`config.mk`:
```
export PLATFORM = sky130hd
export DESIGN_NAME = uart_rx_to_axis
export DESIGN_NICKNAME = d
export VERILOG_FILES = /design/src/rtl/uart_rx_to_axis.sv
export SDC_FILE = /design/constraint.sdc
export NUM_CORES = 1
export LEC_CHECK = 0
export ABC_AREA = 1
export ABC_CLOCK_PERIOD_IN_PS = 2100
export CAP_MARGIN = 20
export CORE_MARGIN = 5
export CORE_UTILIZATION = 59
export DETAILED_ROUTE_END_ITERATION = 12
export HOLD_SLACK_MARGIN = 0.02
export PLACE_DENSITY = 0.85
export SLEW_MARGIN = 20
export SYNTH_ARGS = -nofsm -noshare
export SYNTH_HDL_FRONTEND = slang
export SYNTH_SLANG_ARGS = --single-unit
```
`constraint.sdc`:
```
create_clock -name aclk -period 2.1 [get_ports aclk]
set_clock_uncertainty 0.2 [all_clocks]
set_input_delay 0.21 -clock aclk [delete_from_list [all_inputs] [get_ports aclk]]
set_output_delay 0.21 -clock aclk [all_outputs]
set_load 0.02 [all_outputs]
```
`src/rtl/uart_rx_to_axis.sv`:
```
// UART receiver: 2-flop synchronised rx, mid-bit sampling, single-entry AXI-Stream output.
// state  | meaning
// IDLE   | waiting for a falling edge on rx_s
// START  | half bit period, then confirm the start bit is still low
// DATA   | sample BIT_PER_WORD data bits, LSB first
// PARITY | sample parity bit and compare with the expected value
// STOP1  | sample first stop bit (0 -> framing error)
// STOP2  | sample second stop bit (0 -> framing error)
module uart_rx_to_axis #(
  parameter int CLK_FREQ      = 100,
  parameter int BIT_RATE      = 115200,
  parameter int BIT_PER_WORD  = 8,
  parameter int PARITY_BIT    = 0,
  parameter int STOP_BITS_NUM = 1
) (
  input  logic                    aclk,
  input  logic                    areset,
  input  logic                    rx,
  output logic [BIT_PER_WORD-1:0] m_tdata,
  output logic [1:0]              m_tuser,
  output logic                    m_tvalid,
  input  logic                    m_tready,
  output logic                    overrun
);

  localparam int CYCLES = CLK_FREQ * 1_000_000 / BIT_RATE;
  localparam int HALF   = CYCLES / 2;
  localparam int TW     = 20;
  localparam logic [TW-1:0] LIM_HALF = TW'(HALF - 1);
  localparam logic [TW-1:0] LIM_BIT  = TW'(CYCLES - 1);
  localparam logic [3:0]    LAST_BIT = 4'(BIT_PER_WORD - 1);

  typedef enum logic [2:0] {S_IDLE, S_START, S_DATA, S_PARITY, S_STOP1, S_STOP2} state_t;

  state_t                  state_q, state_d;
  logic [TW-1:0]           timer_q, timer_d;
  logic [3:0]              bit_cnt_q, bit_cnt_d;
  logic [BIT_PER_WORD-1:0] shreg_q, shreg_d;
  logic [BIT_PER_WORD-1:0] tdata_q, tdata_d;
  logic [1:0]              tuser_q, tuser_d;
  logic                    perr_q, perr_d;
  logic                    ferr_q, ferr_d;
  logic                    finish_q, finish_d;
  logic                    tvalid_q, tvalid_d;
  logic                    overrun_q, overrun_d;
  logic                    rx_meta_q, rx_s_q, rx_prev_q;
  logic [TW-1:0]           limit;
  logic                    tick;
  logic                    par_exp;

  always_comb begin
    limit     = (state_q == S_START) ? LIM_HALF : LIM_BIT;
    tick      = (timer_q == limit);
    par_exp   = (PARITY_BIT == 1) ? ~^shreg_q : ^shreg_q;
    state_d   = state_q;
    timer_d   = tick ? '0 : timer_q + 1'b1;
    bit_cnt_d = bit_cnt_q;
    shreg_d   = shreg_q;
    perr_d    = perr_q;
    ferr_d    = ferr_q;
    finish_d  = 1'b0;

    case (state_q)
      S_IDLE: begin
        timer_d = '0;
        // rx_prev_q must be high, so a held break never re-triggers
        if (rx_prev_q && !rx_s_q) begin
          state_d   = S_START;
          bit_cnt_d = '0;
          perr_d    = 1'b0;
          ferr_d    = 1'b0;
        end
      end
      S_START: if (tick) state_d = rx_s_q ? S_IDLE : S_DATA;
      S_DATA: if (tick) begin
        shreg_d   = {rx_s_q, shreg_q[BIT_PER_WORD-1:1]};
        bit_cnt_d = bit_cnt_q + 4'd1;
        if (bit_cnt_q == LAST_BIT) state_d = (PARITY_BIT != 0) ? S_PARITY : S_STOP1;
      end
      S_PARITY: if (tick) begin
        perr_d  = (rx_s_q != par_exp);
        state_d = S_STOP1;
      end
      S_STOP1: if (tick) begin
        if (!rx_s_q) ferr_d = 1'b1;
        if (STOP_BITS_NUM == 2) begin
          state_d = S_STOP2;
        end else begin
          state_d  = S_IDLE;
          finish_d = 1'b1;
        end
      end
      S_STOP2: if (tick) begin
        if (!rx_s_q) ferr_d = 1'b1;
        state_d  = S_IDLE;
        finish_d = 1'b1;
      end
      default: state_d = S_IDLE;
    endcase
  end

  // Output slot: a finished word loads only if the slot is empty or being drained now
  always_comb begin
    tvalid_d  = tvalid_q & ~m_tready;
    tdata_d   = tdata_q;
    tuser_d   = tuser_q;
    overrun_d = 1'b0;
    if (finish_q) begin
      if (!tvalid_q || m_tready) begin
        tvalid_d = 1'b1;
        tdata_d  = shreg_q;
        tuser_d  = {ferr_q, perr_q};
      end else begin
        overrun_d = 1'b1;
      end
    end
  end

  always_ff @(posedge aclk or posedge areset) begin
    if (areset) begin
      state_q   <= S_IDLE;
      timer_q   <= '0;
      bit_cnt_q <= '0;
      shreg_q   <= '0;
      perr_q    <= 1'b0;
      ferr_q    <= 1'b0;
      finish_q  <= 1'b0;
      tdata_q   <= '0;
      tuser_q   <= '0;
      tvalid_q  <= 1'b0;
      overrun_q <= 1'b0;
      rx_meta_q <= 1'b1;
      rx_s_q    <= 1'b1;
      rx_prev_q <= 1'b1;
    end else begin
      state_q   <= state_d;
      timer_q   <= timer_d;
      bit_cnt_q <= bit_cnt_d;
      shreg_q   <= shreg_d;
      perr_q    <= perr_d;
      ferr_q    <= ferr_d;
      finish_q  <= finish_d;
      tdata_q   <= tdata_d;
      tuser_q   <= tuser_d;
      tvalid_q  <= tvalid_d;
      overrun_q <= overrun_d;
      rx_meta_q <= rx;
      rx_s_q    <= rx_meta_q;
      rx_prev_q <= rx_s_q;
    end
  end

  assign m_tdata  = tdata_q;
  assign m_tuser  = tuser_q;
  assign m_tvalid = tvalid_q;
  assign overrun  = overrun_q;

endmodule
```
# Word-level counts from Yosys, hierarchy flattened
# Cells that the tools add are included.
# W data, S select, Z words.
totals:
  inputBits: 4
  reg_bits: 53
  wordCells: 75
op_classes:
  bitwise: 2
  n_eq_ne: 15
  reduce_logical: 16
  muxes: 26
  add_sub_neg: 2
op_table:
  columns: ["operator", "count"]
  rows:
  - ["$mux W20", 2]
  - ["$add A20 B1 Y20 const B", 1]
  - ["$eq A20 B10 Y1", 1]
  - ["$mux W3", 6]
  - ["$pmux W3 S5", 1]
  - ["$ne A2 B2 Y1 const B", 6]
  - ["$mux W1", 10]
  - ["$mux W10", 1]
  - ["$mux W4", 2]
  - ["$pmux W4 S2", 1]
  - ["$reduce_xor A8 Y1", 1]
  - ["$eq A3 B2 Y1 const B", 2]
  - ["$eq A3 B3 Y1 const B", 2]
  - ["$reduce_and A3 Y1", 2]
  - ["$reduce_and A6 Y1", 1]
  - ["$reduce_bool A2 Y1", 3]
  - ["$add A4 B1 Y4 const B", 1]
  - ["$eq A4 B3 Y1 const B", 1]
  - ["$pmux W1 S2", 2]
  - ["$reduce_and A2 Y1", 2]
  - ["$reduce_and A4 Y1", 1]
  - ["$eq A3 B1 Y1 const B", 1]
  - ["$logic_not A3 Y1", 1]
  - ["$logic_not A1 Y1", 2]
  - ["8 further kinds", 8]

# Longest topological paths before layout
# Gate-level depths: netlist of run 1.
depth:
  depth_word: 5
  mapped_depth: 12

# Worst setup path before layout of run 1
# No wires, ideal clock.
synth_path:
  path_kind: "reg-to-reg"
  startpoint: "register timer_q[0]"
  endpoint: "register timer_q[14]"
  synth_period_minus_slack_ps: 1708
  stages_incl_launch_ff: 11
  n_path_buf: 0
  setup_time_ps: 121
  arrival_time_ps: 1387
  setup_slack_ps: 392
  cell_sequence: "dfrtp_1 > ha_1 > nand2_1 > nor2_2 > nand3_2 > nor2_4 > nand3_1 > nor2_1 > nand2_1 > nand2_1 > nor2_1"
synth_via:
  elab_chain_cells: 3
synth_rtl:
  columns: ["element", "line", "text"]
  rows:
  - ["start, declared", "36", "logic [TW-1:0] timer_q, timer_d;"]
  - ["start signal, assigned", "137", "timer_q <= timer_d;"]
  - ["$add A20 B1 Y20 or $eq A20 B10 Y1 (tied branches)", "56, 53", null]
  - ["$mux W20 *", "56", "timer_d = tick ? '0 : timer_q + 1'b1;"]
  - ["$mux W20 *", "63", "case (state_q)"]
  - ["net timer_d[14]", "36", null]
# The timed path passes the listed nets; every way through them passes the cells marked *.
# A chain may end at the register's enable or synchronous reset.

# Worst setup path after layout of run 1
layout_path:
  startpoint: "register state_q[1]"
  endpoint: "register bit_cnt_q[2]"
layout_via:
  elab_chain_cells: 5
layout_rtl:
  columns: ["element", "line", "text"]
  rows:
  - ["start, declared", "35", "state_t state_q, state_d;"]
  - ["start signal, assigned", "136", "state_q <= state_d;"]
  - ["$eq A3 B1 Y1", "52", "limit = (state_q == S_START) ? LIM_HALF : LIM_BIT;"]
  - ["$mux W10", "52", null]
  - ["$eq A20 B10 Y1", "53", "tick = (timer_q == limit);"]
  - ["$ne A2 B2 Y1 (no source line)", null, null]
  - ["$reduce_and A3 Y1 (no source line)", null, null]
  - ["end signal, assigned", "138", "bit_cnt_q <= bit_cnt_d;"]
  - ["end, declared", "37", "logic [3:0] bit_cnt_q, bit_cnt_d;"]
# Several ways; a longest one is shown, not always the timed one.

==> out/results.ini, run 1 <==
[floorplanning]
io_pins = 16
dieArea_um2 = 6180
coreArea_um2 = 4660
die_h_um = 78.6
start_util = 0.596
die_w_um = 78.6
num_rows = 25

[critical_path]
crit_fanout = 17
start_kind = register
worstSetupPathType = reg -> reg
critPathMaxStageDelay_ns = 0.43
cp-end-kind = register
cp.required_ns = 2.10
cp_slowest_cell = dfrtp_1
critPathArrivalTime_ns = 1.91
path_cells = inv_2 > nand3_1 > nor2_1 > nor2_1 > nor2_4 > nand3_4 > nand2_2 > inv_2 > nand2_1 > nand2_1

[clocking]
cts.reportedPaths.clkPinSlew_ns = 0.10
hold_buffers = 0
clock_path_buffers = 2
cts.sink_count = 53
root_buffer = clkbuf_8
cts_resized = 0
cts_made_buffers = 5
cts_tree = built
clk_latency_ns = 0.31
htree_levels = 2
post_cts_buffers = 0

[cells_and_area]
final_common_cell = nand2_1
final_cell_mix = nand2_1 (107), dfrtp_1 (50), nor2_1 (49)
drive_above_1_share = 0.116
syn_to_final_growth_pct = 12.1
fin_util = 0.668
antenna_cells = 0
fin_nets = 385

[routing]
first_pass_iters = 5
vias = 2220
wl_per_cell_um = 11.6
postRouteAntennaNets = 0
drc = 0
drt_iter0_markers = 183
wirelength_um = 5040
via_per_inst = 5.12

[timing]
slew_headroom = 0.778
tightest_slew_ns = 0.330
final.setup.tns_ns = 0
finalCriticalPeriod_ns = 1.91
setup_viol = 0
maxSlewViolCount = 0
hold_ws_ns = 0.0494
fmax_mhz = 523
rsz0062_at_grt = false
hold_viol = 0
post-route-period-util = 0.911

[yosys]
ys_seq_elements = 53
ys_types = 29
syn_avg_cell_area_um2 = 7.80
synth_seq_area_share = 0.479
synth_cells = 356
synth_warnings = 0
syn_area_um2 = 2780
syn_nets = 362

[global_routing]
grt_overflow = 0
grt_pass1_wl_um = 8890
track_usage = 0.179
antenna_found_initial = 0
first_global_vias = 1986
grt_max_degree = 54

[flow_run]
drv_cap = 0

[power_and_ir_drop]
leakagePower_nw = 1.50
peakVddDrop_mv = 0.491
power_density_nw_per_um2 = 719

[worst_hold_path]
hold_class = in -> async

[placement]
hpwl_um = 3810
io_buffers = 15
place.gp.congestion = 0.881

[outcome]
status = finished clean

-- kinds of logic after synthesis --
logic type / count (synthesis) / share of synthesized area
DFF: 53 / 0.479
muxes: 2 / 0.00811
xor gates and xnor gates: 16 / 0.0504
AOI/OAI and AO/OA: 25 / 0.0581
and+or+nand+nor: 205 / 0.321
buffers and inverters: 53 / 0.0748
adders and majority gates: 2 / 0.00901
-- state kept, by name (all words and copies together), names as in the netlist --
signal and flops:
timer_q 20, m_tvalid 1, perr_q 1, rx_prev_q 1
m_tuser 2, overrun 1, rx_s_q 1, finish_q 1
state_q 3, m_tdata 8, rx_meta_q 1, bit_cnt_q 4
shreg_q 8, ferr_q 1
-- worst max-delay path, delay by kind of cell (launching register included) --
family,cells,cell delay (ns)
and+or+nand+nor,8,1.02
DFF,1,0.43
buffers and inverters,2,0.14
-- path summary, 6_finish.rpt --
kind	startpoint	endpoint	slack, ns	depth (start not counted)
worst max register to register	state_q[1]	bit_cnt_q[2]	0.19	10
worst max-delay path	state_q[1]	bit_cnt_q[2]	0.19	10
min in group aclk	rx	rx_meta_q	0.10	1
max in group asynchronous	areset	rx_prev_q	1.34	3
worst min-delay path	areset	timer_q[16]	0.05	3
worst min register to register	rx_meta_q	rx_s_q	0.16	0
-- power by group --
group          switching (W)  internal (W)
registers          0.0000642       0.00107
logic               0.000355      0.000150
clock network       0.000352      0.000244
total               0.000771       0.00147
-- synth_stat cells --
master,n,area [um2]
a21oi_1,4,20.0
buf_2,1,5.00
buf_6,1,11.3
clkbuf_1,1,3.75
clkinv_1,1,3.75
dfrtp_1,50,1250
dfstp_2,3,78.8
ha_1,2,25.0
inv_1,44,165
inv_2,5,18.8
mux2_2,2,22.5
nand2_1,107,402
nand2_2,5,31.3
nand3_1,18,90.1
nand3_2,3,30.0
nand3_4,1,17.5
nand4_1,5,31.3
nor2_1,49,184
nor2_2,2,12.5
nor2_4,2,22.5
nor3_1,11,55.1
nor3b_1,2,15.0
o2111ai_1,1,8.76
o21ai_0,9,45.0
o21ai_1,2,10.0
o21ai_2,8,70.1
o21bai_1,1,7.51
xnor2_1,4,35.0
xor2_1,12,105
-- metal layers --
layer / wire length [um] / vias up / track usage
met5: 0 / - / 0
met4: 79 / 0 / 0.0507
met3: 241 / 10 / 0.0390
met2: 2340 / 54 / 0.270
met1: 2380 / 1011 / 0.260
li1: - / 1145 / -
-- final cells by class --
cell class	instances	area, um2
Inverter	50	188
Tap cell	54	67.6
Sequential cell	53	1330
Fill cell	386	1550
Multi-Input combinational cell	250	1240
Clock buffer	5	68.8
Clock inverter	3	26.3
Timing Repair Buffer	19	193
-- stage by stage --
step	power [W]	worst slack (ns)	cell area, um2	cells
2_1_floorplan	0.00152	0.392	2780	356
3_3_place_gp	0.00165	0.246	3020	426
3_5_place_dp	0.00166	0.201	3020	426
4_1_cts	0.00225	0.185	3110	434
5_1_grt	0.00237	0.00922	3110	434
6_report	0.00224	0.187	3110	434
Note: power is estimated with default switching activity, not from simulation.
==> run 2, diff against run 1 <==
--- a/config.mk
+++ b/config.mk
@@ -5,14 +5,14 @@
 export SDC_FILE = /design/constraint.sdc
 export NUM_CORES = 1
 export LEC_CHECK = 0
-export ABC_AREA = 1
+export ABC_AREA = 0
 export ABC_CLOCK_PERIOD_IN_PS = 2100
 export CAP_MARGIN = 20
 export CORE_MARGIN = 5
-export CORE_UTILIZATION = 59
+export CORE_UTILIZATION = 58
 export DETAILED_ROUTE_END_ITERATION = 12
 export HOLD_SLACK_MARGIN = 0.02
-export PLACE_DENSITY = 0.85
+export PLACE_DENSITY = 0.84
 export SLEW_MARGIN = 20
 export SYNTH_ARGS = -nofsm -noshare
 export SYNTH_HDL_FRONTEND = slang
==> run 2 against run 1 <==
Against the previous run: the run now ends with setup timing left; synthesized area down 12%; sequential power about the same; cell count is 27% lower; utilization up 14 points; synthesized cell count is 40% lower; cell area rose by 4.1%; first-iteration DRC count decreased by 24%; wire length up 17%; critical endpoint is now timer_q[18].
==> out/results.ini, run 2 <==
[yosys]
ys_types = 39
ys_seq_elements = 53
postSynth.asyncResetShare = 1.00
synth_area_leader_cell = dfrtp_1
syn_avg_cell_area_um2 = 11.3
synth_area_leaders = dfrtp_1 (51%), mux2_2 (8.8%), xor2_1 (5.0%)
yosys-top-cells-count = dfrtp_1 (50), nor2_1 (28), mux2_2 (19)
synth_seq_area_share = 0.547
synth_top_area_frac = 0.514
synth_top_family_by_area = simple AND/OR/NAND/NOR gates
synth_xor_area_frac = 0.0972
syn_area_um2 = 2430
synth_simple_gate_area_frac = 0.177
synth_most_common_cell = dfrtp_1
synth_flop_cell = dfrtp_1
synth_compound_area_frac = 0.0494
synth_edf_count = 0
synth_cells = 215
synthMuxAreaShare = 0.0920
syn_nets = 221
synth_warnings = 0
synth_adder_area_share = 0.0103

[clocking]
cts_made_buffers = 5
cts.reportedPaths.clkPinSlew_ns = 0.10
clk_latency_ns = 0.31
cts_tree = built
htree_levels = 2
root_buffer = clkbuf_8
clock_path_buffers = 2
cts.sink_count = 53

[cells_and_area]
syn_to_final_growth_pct = 33.1
largest-register = timer_q
antenna_cells = 0
fin_nets = 272
fillerInstances = 218
multi_input_area_um2 = 1220
drive_above_1_share = 0.363
seq_area_um2 = 1330
largest_reg_flops = 20
final_common_cell = dfrtp_1
final_cell_mix = dfrtp_1 (50), buf_4 (26), nand2_1 (16)

[placement]
place.gp.congestion = 0.821
io_buffers = 15
hpwl_um = 3400

[timing]
finalCriticalPeriod_ns = 2.42
fmax_mhz = 413
setup_viol = 37
hold_viol = 0
rsz0062_at_grt = true
final.setup.tns_ns = -9.93
maxSlewViolCount = 0
post-route-period-util = 1.15
slew_headroom = 0.705
fin_ws_ns = -0.324
tightest_slew_ns = 0.441

[flow_run]
drv_cap = 0

[routing]
drc = 0
via_per_inst = 5.77
vias = 1828
wirelength_um = 5900
first_pass_iters = 4
postRouteAntennaNets = 0
wl_per_cell_um = 18.6
drt_iter0_markers = 139

[floorplanning]
die_w_um = 74.8
coreArea_um2 = 4030
io_pins = 16
start_util = 0.604
num_rows = 23
dieArea_um2 = 5590
die_h_um = 74.8

[power_and_ir_drop]
clockPowerShare = 0.271
p_sw_frac = 0.292
p_int_w = 0.00153
peakVddDrop_mv = 0.533
p_switching_w = 0.000629
pwr-share-comb = 0.214
leakagePower_nw = 1.43
power_w = 0.00216
p_seq_frac = 0.515
power_density_nw_per_um2 = 666

[global_routing]
grt_overflow = 0
grt_max_degree = 37
grt_pass1_wl_um = 8880
track_usage = 0.214
first_global_vias = 1909
antenna_found_initial = 0

[critical_path]
critPathArrivalTime_ns = 2.42
r2r_start = state_q[1]
start_kind = register
crit_fanout = 6
r2r_slack_ns = -0.32
worstSetupPathType = reg -> reg
cp-end-kind = register
reg2regPathDepth = 8
cp.required_ns = 2.10
reg2reg_to = timer_q[18]

[outcome]
failed_checks = setup timing
status = finished, violations left

[worst_hold_path]
hold_start = rx
whs_path_depth = 1
holdPathEnd = rx_meta_q
hold_class = in -> reg

## run 2: cell count changes in the layout (fill, tap and decap cells not counted), sizes merged, moves of 9 or more
cell	delta
mux2	+17
inv	-42
nand3	-14
nor3	-10
o21ai	-16
buf	+29
xnor2	+9
nor2	-25
nand2	-96
## run 2: what timing repair did
action                                  in CTS  in global routing
cloned                                       0                  3
resized for setup                            4                 40
hold buffers                                 1                  0
pin swaps                                    3                 18
hold endpoints to repair                    14                  0
buffers inserted                             1                  1
endpoints found under the setup margin      38                 37
## run 2: final cells by class
type	instances	area share
Clock inverter	3	0.00657
Tap cell	50	0.0193
Multi-Input combinational cell	148	0.377
Clock buffer	5	0.0212
Inverter	7	0.00811
Timing Repair Buffer	51	0.158
Sequential cell	53	0.411
## run 2: stage by stage
step           utilization  cell area, um2  cells  setup slack, ns  hold slack, ns
4_1_cts              0.753            3030    313           -0.296          0.0894
2_1_floorplan            -            2480    215           -0.283          0.0145
6_report             0.804            3240    317           -0.324          0.0915
3_5_place_dp         0.721            2910    303           -0.270           0.147
3_3_place_gp         0.721            2910    303           -0.220           0.146
5_1_grt              0.804            3240    317           -0.370          0.0976
## run 2: worst max path at each step
| stage | startpoint | endpoint |
|---|---|---|
| floorplan | state_q[2] | shreg_q[0] |
| global placement | state_q[1] | shreg_q[4] |
| detailed placement | state_q[0] | bit_cnt_q[0] |
| CTS | state_q[1] | bit_cnt_q[0] |
| global route | state_q[1] | timer_q[2] |
| finish | state_q[1] | timer_q[18] |
## run 2: cell families (layout without fill, tap and decap cells)
kind of cell,Yosys count,count (layout)
buf+inv,14,66
simple gates,85,85
xor+xnor,27,27
mux,20,20
compound gates,14,14
fa+ha+maj,2,2
flops,53,53
## run 2: power by group through the flow
stage	Sequential [W]	Clock, W	Combinational [W]
finish	0.00111	0.000585	0.000462
global placement	0.00113	0	0.000304
CTS	0.00111	0.000593	0.000325
floorplan	0.00115	0	0.000157
detailed placement	0.00113	0	0.000310
global route	0.00112	0.000627	0.000497
## run 2: routing by layer
metal	part of all wire	wire, um	vias to the layer above	track usage
met3	0.044	257	9	0.0307
met4	0.017	100	0	0.103
met2	0.53	3100	59	0.360
li1	-	-	835	-
met5	0	0	-	0
met1	0.41	2440	925	0.272
## run 2: critical path, stage by stage, from the launching register on
cell	delay, ns
dfrtp_1	0.38
or3b_1	0.39
or4b_4	0.52
a21oi_4	0.17
buf_6	0.12
buf_6	0.11
or2_4	0.19
clkbuf_16	0.18
nor2_4	0.04
